===== config.mk =====
export PLATFORM = sky130hd
export DESIGN_NAME = traffic_lamp_sequencer
export DESIGN_NICKNAME = d
export VERILOG_FILES = /design/src/rtl/traffic_lamp_sequencer.sv
export SDC_FILE = /design/constraint.sdc
export NUM_CORES = 1
export LEC_CHECK = 0
export CORE_ASPECT_RATIO = 1.1
export CORE_MARGIN = 1.5
export CORE_UTILIZATION = 40
export DETAILED_ROUTE_END_ITERATION = 8
export GPL_ROUTABILITY_DRIVEN = 0
export GPL_TIMING_DRIVEN = 0
export PLACE_DENSITY = 0.57
export SLEW_MARGIN = 20
export SYNTH_ARGS = -nofsm -noshare
export SYNTH_HDL_FRONTEND = slang
export SYNTH_SLANG_ARGS = --single-unit
export TNS_END_PERCENT = 50

===== constraint.sdc =====
create_clock -name clk -period 3.7 [get_ports clk]
set_input_delay 0.37 -clock clk [delete_from_list [all_inputs] [get_ports clk]]
set_output_delay 0.37 -clock clk [all_outputs]
set_load 0.01 [all_outputs]

===== src/rtl/traffic_lamp_sequencer.sv =====
// rtl/traffic_lamp_sequencer.sv - lamp driver with min green, fixed yellow and all-red clearance
// Lamp outputs are decoded from next-state so they change on the same edge as the state register.
module traffic_lamp_sequencer #(
  parameter int MIN_GRN_CYCLES = 8,
  parameter int YEL_CYCLES     = 4,
  parameter int ALLRED_CYCLES  = 2,
  parameter int CNT_W          = 8
) (
  input  logic clk,
  input  logic rst_n,
  input  logic ns_req,
  input  logic ew_req,
  output logic ns_red,
  output logic ns_yel,
  output logic ns_grn,
  output logic ew_red,
  output logic ew_yel,
  output logic ew_grn,
  output logic in_transition
);

  typedef enum logic [2:0] {
    ALL_RED,
    NS_GRN,
    NS_YEL,
    EW_GRN,
    EW_YEL
  } state_t;

  localparam logic [CNT_W-1:0] GRN_LOAD    = CNT_W'(MIN_GRN_CYCLES - 1);
  localparam logic [CNT_W-1:0] YEL_LOAD    = CNT_W'(YEL_CYCLES - 1);
  localparam logic [CNT_W-1:0] ALLRED_LOAD = CNT_W'(ALLRED_CYCLES - 1);

  state_t           state_q, state_d;
  logic [CNT_W-1:0] cnt_q, cnt_d;
  logic [5:0]       lamps_q, lamps_d;
  logic             in_transition_q, in_transition_d;
  logic             cnt_zero;

  assign cnt_zero = (cnt_q == '0);

  always_comb begin
    state_d = state_q;
    cnt_d   = cnt_zero ? cnt_q : cnt_q - CNT_W'(1);
    case (state_q)
      ALL_RED: begin
        // Conflicting or absent requests keep the junction all-red.
        if (cnt_zero) begin
          if (ns_req && !ew_req) begin
            state_d = NS_GRN;
            cnt_d   = GRN_LOAD;
          end else if (ew_req && !ns_req) begin
            state_d = EW_GRN;
            cnt_d   = GRN_LOAD;
          end
        end
      end
      NS_GRN: begin
        if (cnt_zero && !ns_req) begin
          state_d = NS_YEL;
          cnt_d   = YEL_LOAD;
        end
      end
      EW_GRN: begin
        if (cnt_zero && !ew_req) begin
          state_d = EW_YEL;
          cnt_d   = YEL_LOAD;
        end
      end
      NS_YEL, EW_YEL: begin
        if (cnt_zero) begin
          state_d = ALL_RED;
          cnt_d   = ALLRED_LOAD;
        end
      end
      default: begin
        state_d = ALL_RED;
        cnt_d   = ALLRED_LOAD;
      end
    endcase
  end

  // Lamp order: {ns_red, ns_yel, ns_grn, ew_red, ew_yel, ew_grn}
  always_comb begin
    lamps_d = 6'b100_100;
    case (state_d)
      NS_GRN:  lamps_d = 6'b001_100;
      NS_YEL:  lamps_d = 6'b010_100;
      EW_GRN:  lamps_d = 6'b100_001;
      EW_YEL:  lamps_d = 6'b100_010;
      default: lamps_d = 6'b100_100;
    endcase
    in_transition_d = !(state_d == NS_GRN || state_d == EW_GRN);
  end

  always_ff @(posedge clk) begin
    if (!rst_n) begin
      state_q         <= ALL_RED;
      cnt_q           <= ALLRED_LOAD;
      lamps_q         <= 6'b100_100;
      in_transition_q <= 1'b1;
    end else begin
      state_q         <= state_d;
      cnt_q           <= cnt_d;
      lamps_q         <= lamps_d;
      in_transition_q <= in_transition_d;
    end
  end

  assign {ns_red, ns_yel, ns_grn, ew_red, ew_yel, ew_grn} = lamps_q;
  assign in_transition = in_transition_q;

endmodule

==> results of run 1 <==
-- worst min-delay path: stages, from the launching register on --
cell     delay, ns
dfxtp_1       0.36
o31ai_1       0.07
a21oi_1       0.06
-- sequential cells by signal (all words and copies together), names as in the netlist --
signal / cells
cnt_q: 8
lamps_q: 6
state_q: 3
in_transition: 1
-- metrics by stage --
step                      hold slack, ns  instance area (um2)  total power, uW
after global routing               0.547                 1050              855
after CTS                          0.528                 1050              794
after floorplan                    0.489                  886              576
after global placement             0.502                 1010              662
after detailed placement           0.511                 1010              670
final                              0.525                 1050              787
-- layout by cell type (no fill, tap or decap), types with 2 or more instances in the layout --
master,instances
and2_2,2
clkdlybuf4s50_1,9
nand2_1,5
a21oi_1,7
nor2_1,9
xnor2_1,4
nand3_1,3
and2_1,2
dfxtp_1,18
bufbuf_16,2
inv_1,6
nor3b_1,3
xor2_1,2
and3_1,2
a21boi_0,2
clkbuf_4,3
-- worst max-delay path by stage --
stage	startpoint	endpoint	slack [ns]	cells past startpoint
floorplan	cnt_q[0]$_SDFF_PN1_	lamps_q[5]$_SDFF_PN1_	1.72	7
global placement	ns_req	lamps_q[5]$_SDFF_PN1_	1.32	6
detailed placement	ns_req	lamps_q[5]$_SDFF_PN1_	1.31	6
CTS	cnt_q[0]$_SDFF_PN1_	lamps_q[5]$_SDFF_PN1_	1.38	7
global route	cnt_q[0]$_SDFF_PN1_	lamps_q[5]$_SDFF_PN1_	1.19	7
finish	cnt_q[0]$_SDFF_PN1_	lamps_q[5]$_SDFF_PN1_	1.38	7
-- cells by family after synthesis --
logic type / count (synthesis) / synth area share
multiplexers: 2 / 0.0240
AND/OR/NAND/NOR: 34 / 0.242
XOR/XNOR: 6 / 0.0593
flip-flops: 18 / 0.407
AO/OA/AOI/OAI: 19 / 0.155
buffers and inverters: 8 / 0.0989
adder cells (fa/ha/maj): 1 / 0.0141
-- layer usage --
| metal | vias up | GRT usage | wire length [um] |
|---|---|---|---|
| met4 | 0 | 0.0676 | 23 |
| li1 | 335 | - | - |
| met1 | 306 | 0.181 | 704 |
| met2 | 18 | 0.247 | 755 |
| met3 | 4 | 0.0414 | 61 |
| met5 | - | 0 | 0 |
-- power groups by stage --
stage	Combinational, uW	Clock [uW]	Sequential, uW
final	350	122	315
after detailed placement	350	0	320
after CTS	352	127	315
after global routing	395	135	324
after global placement	344	0	318
after floorplan	257	0	319
-- layout make-up --
type	count	area (um2)
Fill cell	212	995
Sequential cell	18	360
Tap cell	28	35.0
Buffer	2	65.1
Multi-Input combinational cell	62	438
Clock buffer	4	36.3
Timing Repair Buffer	9	90.1
Inverter	6	22.5
==> out/metrics.yaml, run 1 <==
worstMarginPinSlew_ns: 0.456
cp_top_family: "simple AND/OR/NAND/NOR gates"
synth_area_um2: 886
yosys_warnings: 0
switching_power_uw: 293
vias_per_cell: 5.14
holdPathEnd: "cnt_q[3]$_SDFF_PN0_"
powerDensity_nw_per_um2: 751
first_global_vias: 639
ys_types: 35
r2r-end: "lamps_q[5]$_SDFF_PN1_"
drive_gt1_frac: 0.129
avgSynthCellArea_um2: 10.1
cellLeakagePower_uw: 0.000425
wl_um: 1550
overflow: 0
fin_ws_ns: 1.38
ant_nets: 0
fin_cells: 129
synth_cells: 88
ys.flop_type: "dfxtp_1"
slew_headroom: 0.693
tritoncts: "yes"
maxCapViolCount: 0
clock_path_buffers: 2
timing.rr.start: "cnt_q[0]$_SDFF_PN1_"
worst_setup_path_end_kind: "flop"
layout_min_cycle_time_ns: 2.32
coreArea_um2: 2040
clkSinkCount: 18
die_width_um: 47.9
insertion_delay_ns: 0.29
antenna_found_initial: 0
first_iter_violations: 19
die_h_um: 52.4
hold_viol: 0
cp_slowest_cell: "or4b_1"
synth_edf_count: 0
vias: 663
rsz0062_at_grt: "false"
power_frac_seq: 0.400
worstPathCellList: "inv_1 -> ha_1 -> nor3b_4 -> a31oi_1 -> a311oi_2 -> a21oi_1 -> or4b_1"
synth_commonest_cells: "dfxtp_1 (18), nor2_1 (9), a21oi_1 (7)"
grt_pass1_wl_um: 2690
rows: 17
wl_per_cell_um: 12.0
post-synth-top-area-fraction: 0.407
grt_use_total: 0.152
cts_resized: 0
drtPass1Iterations: 4
maxSlewViolCount: 0
initial_core_util: 0.434
diodes: 0
cp_max_fo: 8
reg2reg_setup_slack_ns: 1.38
hp-class: "reg2reg"
fmaxAchievable_ghz: 0.431
cts_made_buffers: 3
yosys.area.top_type: "dfxtp_1"
fin_setup_tns_ns: 0
fin_skew_ns: 0.00658
grt_start_max_net_pins: 11
syn_to_final_growth_pct: 18.2
async_flop_share: 0
yosysSeqAreaShare: 0.407
hold-path-cell-count: 2
dp_hpwl_um: 1130
crit_path_start_kind: "flop"
swShare: 0.372
clock_power_share: 0.155
finalCritPeriodShare: 0.628
place_inst: 125
path_class: "reg2reg"
slowest_delay_ns: 0.49
worstPathRequired_ns: 3.87
cts_hold_buffers: 0
io_buffers: 9
cts_root_buf: "clkbuf_4"
r2r_cells: 7
peakVddDrop_mv: 0.340
pre_cts_ws_ns: 1.31
netlist_top_cells_area: "dfxtp_1 (41%), bufbuf_16 (7.3%), a21oi_1 (4.0%)"
htree_levels: 1
ys_seq_elements: 18
die_area_um2: 2510
ios: 11
setup_viol: 0
nets: 107
p_int_uw: 494
status: "completed"
postCtsSetupRepairBufs: 0
yosys.cell_count.top_type: "dfxtp_1"
combPwrFrac: 0.445
critPathBufInv: 1
syn_nets: 93
cts.clk_slew.worst_paths_ns: 0.11
route.detailed.drc: 0
min_from: "cnt_q[3]$_SDFF_PN0_"
postLayoutCoreUtil: 0.513
critPathArrivalTime_ns: 2.49
Note: power is estimated with default switching activity, not from simulation.
==> run 2: changes to the inputs <==
Settings changed: PLACE_DENSITY 0.57 to 0.59.
Clock period 3.7 ns to 2.01 ns, I/O delays scaled along.
==> out/metrics.yaml, run 2 (synthesis results as in run 1) <==
maxCapViolCount: 0
cts.clk_slew.worst_paths_ns: 0.11
reg2reg_setup_slack_ns: 0.08
die_width_um: 47.9
postLayoutCoreUtil: 0.566
worst_setup_path_end_kind: "flop"
ant_nets: 0
first_global_vias: 613
maxSlewViolCount: 0
cts_root_buf: "clkbuf_4"
fin_skew_ns: 0.00861
grt_start_max_net_pins: 11
wl_um: 1600
fmaxAchievable_ghz: 0.518
coreArea_um2: 2040
diodes: 0
first_iter_violations: 13
largest_reg_flops: 8
r2r-end: "lamps_q[5]$_SDFF_PN1_"
antenna_found_initial: 0
peakVddDrop_mv: 0.742
drtPass1Iterations: 4
min_from: "ew_req"
worstPathRequired_ns: 2.17
die_h_um: 52.4
ios: 11
io_buffers: 9
tritoncts: "yes"
path_class: "reg2reg"
hold_viol: 0
hp-class: "in2reg"
drive_gt1_frac: 0.264
reg_top3: "cnt_q x8, lamps_q x6, state_q x3"
cts_hold_buffers: 0
r2r_cells: 8
vias: 677
placedInstanceArea_um2: 1010
place_inst: 125
powerDensity_nw_per_um2: 1440
finalCritPeriodShare: 0.961
clock_path_buffers: 2
clkSinkCount: 18
insertion_delay_ns: 0.29
mostFrequentLayoutCell: "dfxtp_1"
vias_per_cell: 4.91
overflow: 0
layout_min_cycle_time_ns: 1.93
grt_pass1_wl_um: 2600
nets: 116
holdPathEnd: "state_q[2]$_SDFF_PN0_"
status: "completed"
syn_to_final_growth_pct: 30.4
route.detailed.drc: 0
cellLeakagePower_uw: 0.000475
cts_made_buffers: 3
grt_use_total: 0.146
crit_path_start_kind: "flop"
slew_headroom: 0.779
rsz0062_at_grt: "false"
finalInstanceArea_um2: 1150
timing.rr.start: "cnt_q[1]$_SDFF_PN0_"
initial_core_util: 0.434
htree_levels: 1
worstMarginPinSlew_ns: 0.329
top_register: "cnt_q"
fin_cells: 138
die_area_um2: 2510
critPathArrivalTime_ns: 2.09
most-common-layout-cells: "dfxtp_1 (16), nor2_1 (9), clkdlybuf4s50_1 (9)"
cp_max_fo: 4
wl_per_cell_um: 11.6
rows: 17
setup_viol: 0
hold-path-cell-count: 5
[run 2: timing repair]
action,in CTS,in global routing
endpoints found under the hold margin,0,0
pin swaps,3,5
setup buffers,7,2
setup endpoints to repair,2,1
gates cloned,0,0
gates resized for setup,3,7
[run 2: area by class of cell]
cell class / instances / area (um2)
Fill cell: 195 / 887
Timing Repair Buffer: 18 / 161
Tap cell: 28 / 35.0
Multi-Input combinational cell: 62 / 472
Clock buffer: 4 / 36.3
Sequential cell: 18 / 363
Inverter: 6 / 22.5
Buffer: 2 / 65.1
[run 2: worst max path at each step]
stage	from	to	slack, ns	cells past startpoint
after floorplan	cnt_q[0]$_SDFF_PN1_	lamps_q[5]$_SDFF_PN1_	0.03	7
after global placement	cnt_q[0]$_SDFF_PN1_	lamps_q[5]$_SDFF_PN1_	-0.25	7
after detailed placement	cnt_q[0]$_SDFF_PN1_	lamps_q[5]$_SDFF_PN1_	-0.27	7
after CTS	cnt_q[1]$_SDFF_PN0_	lamps_q[5]$_SDFF_PN1_	0.01	7
after global routing	cnt_q[6]$_SDFF_PN0_	lamps_q[5]$_SDFF_PN1_	0.01	7
final	cnt_q[1]$_SDFF_PN0_	lamps_q[5]$_SDFF_PN1_	0.08	8
[run 2: worst max-delay path, cell delays in order (launching register included)]
cell and delay, ns:
dfxtp_2 0.35, inv_2 0.06, ha_4 0.13, nor3b_4 0.26, buf_6 0.16, a21oi_1 0.05, nand3b_1 0.22, nand3_1 0.12
or4b_1 0.45
[run 2: where the power goes]
part | internal, uW | switching, uW | total (uW)
clock network | 110 | 109 | 219
registers | 471 | 112 | 582
logic | 481 | 384 | 866
total | 1060 | 605 | 1670
[run 2: metal layers]
metal  part of all wire  GRT usage
met4             0.0088     0.0676
met2               0.48      0.222
met1               0.49      0.193
met5                  0          0
met3              0.025     0.0310
[run 2: per-stage QoR]
step / power, uW / worst slack [ns] / hold slack, ns / TNS (ns)
after floorplan: 1060 / 0.0256 / 0.323 / 0
after global placement: 1220 / -0.250 / 0.503 / -0.269
after detailed placement: 1230 / -0.270 / 0.518 / -0.317
after CTS: 1600 / 0.0116 / 0.523 / 0
after global routing: 1790 / 0.0120 / 0.558 / 0
final: 1670 / 0.0786 / 0.531 / 0
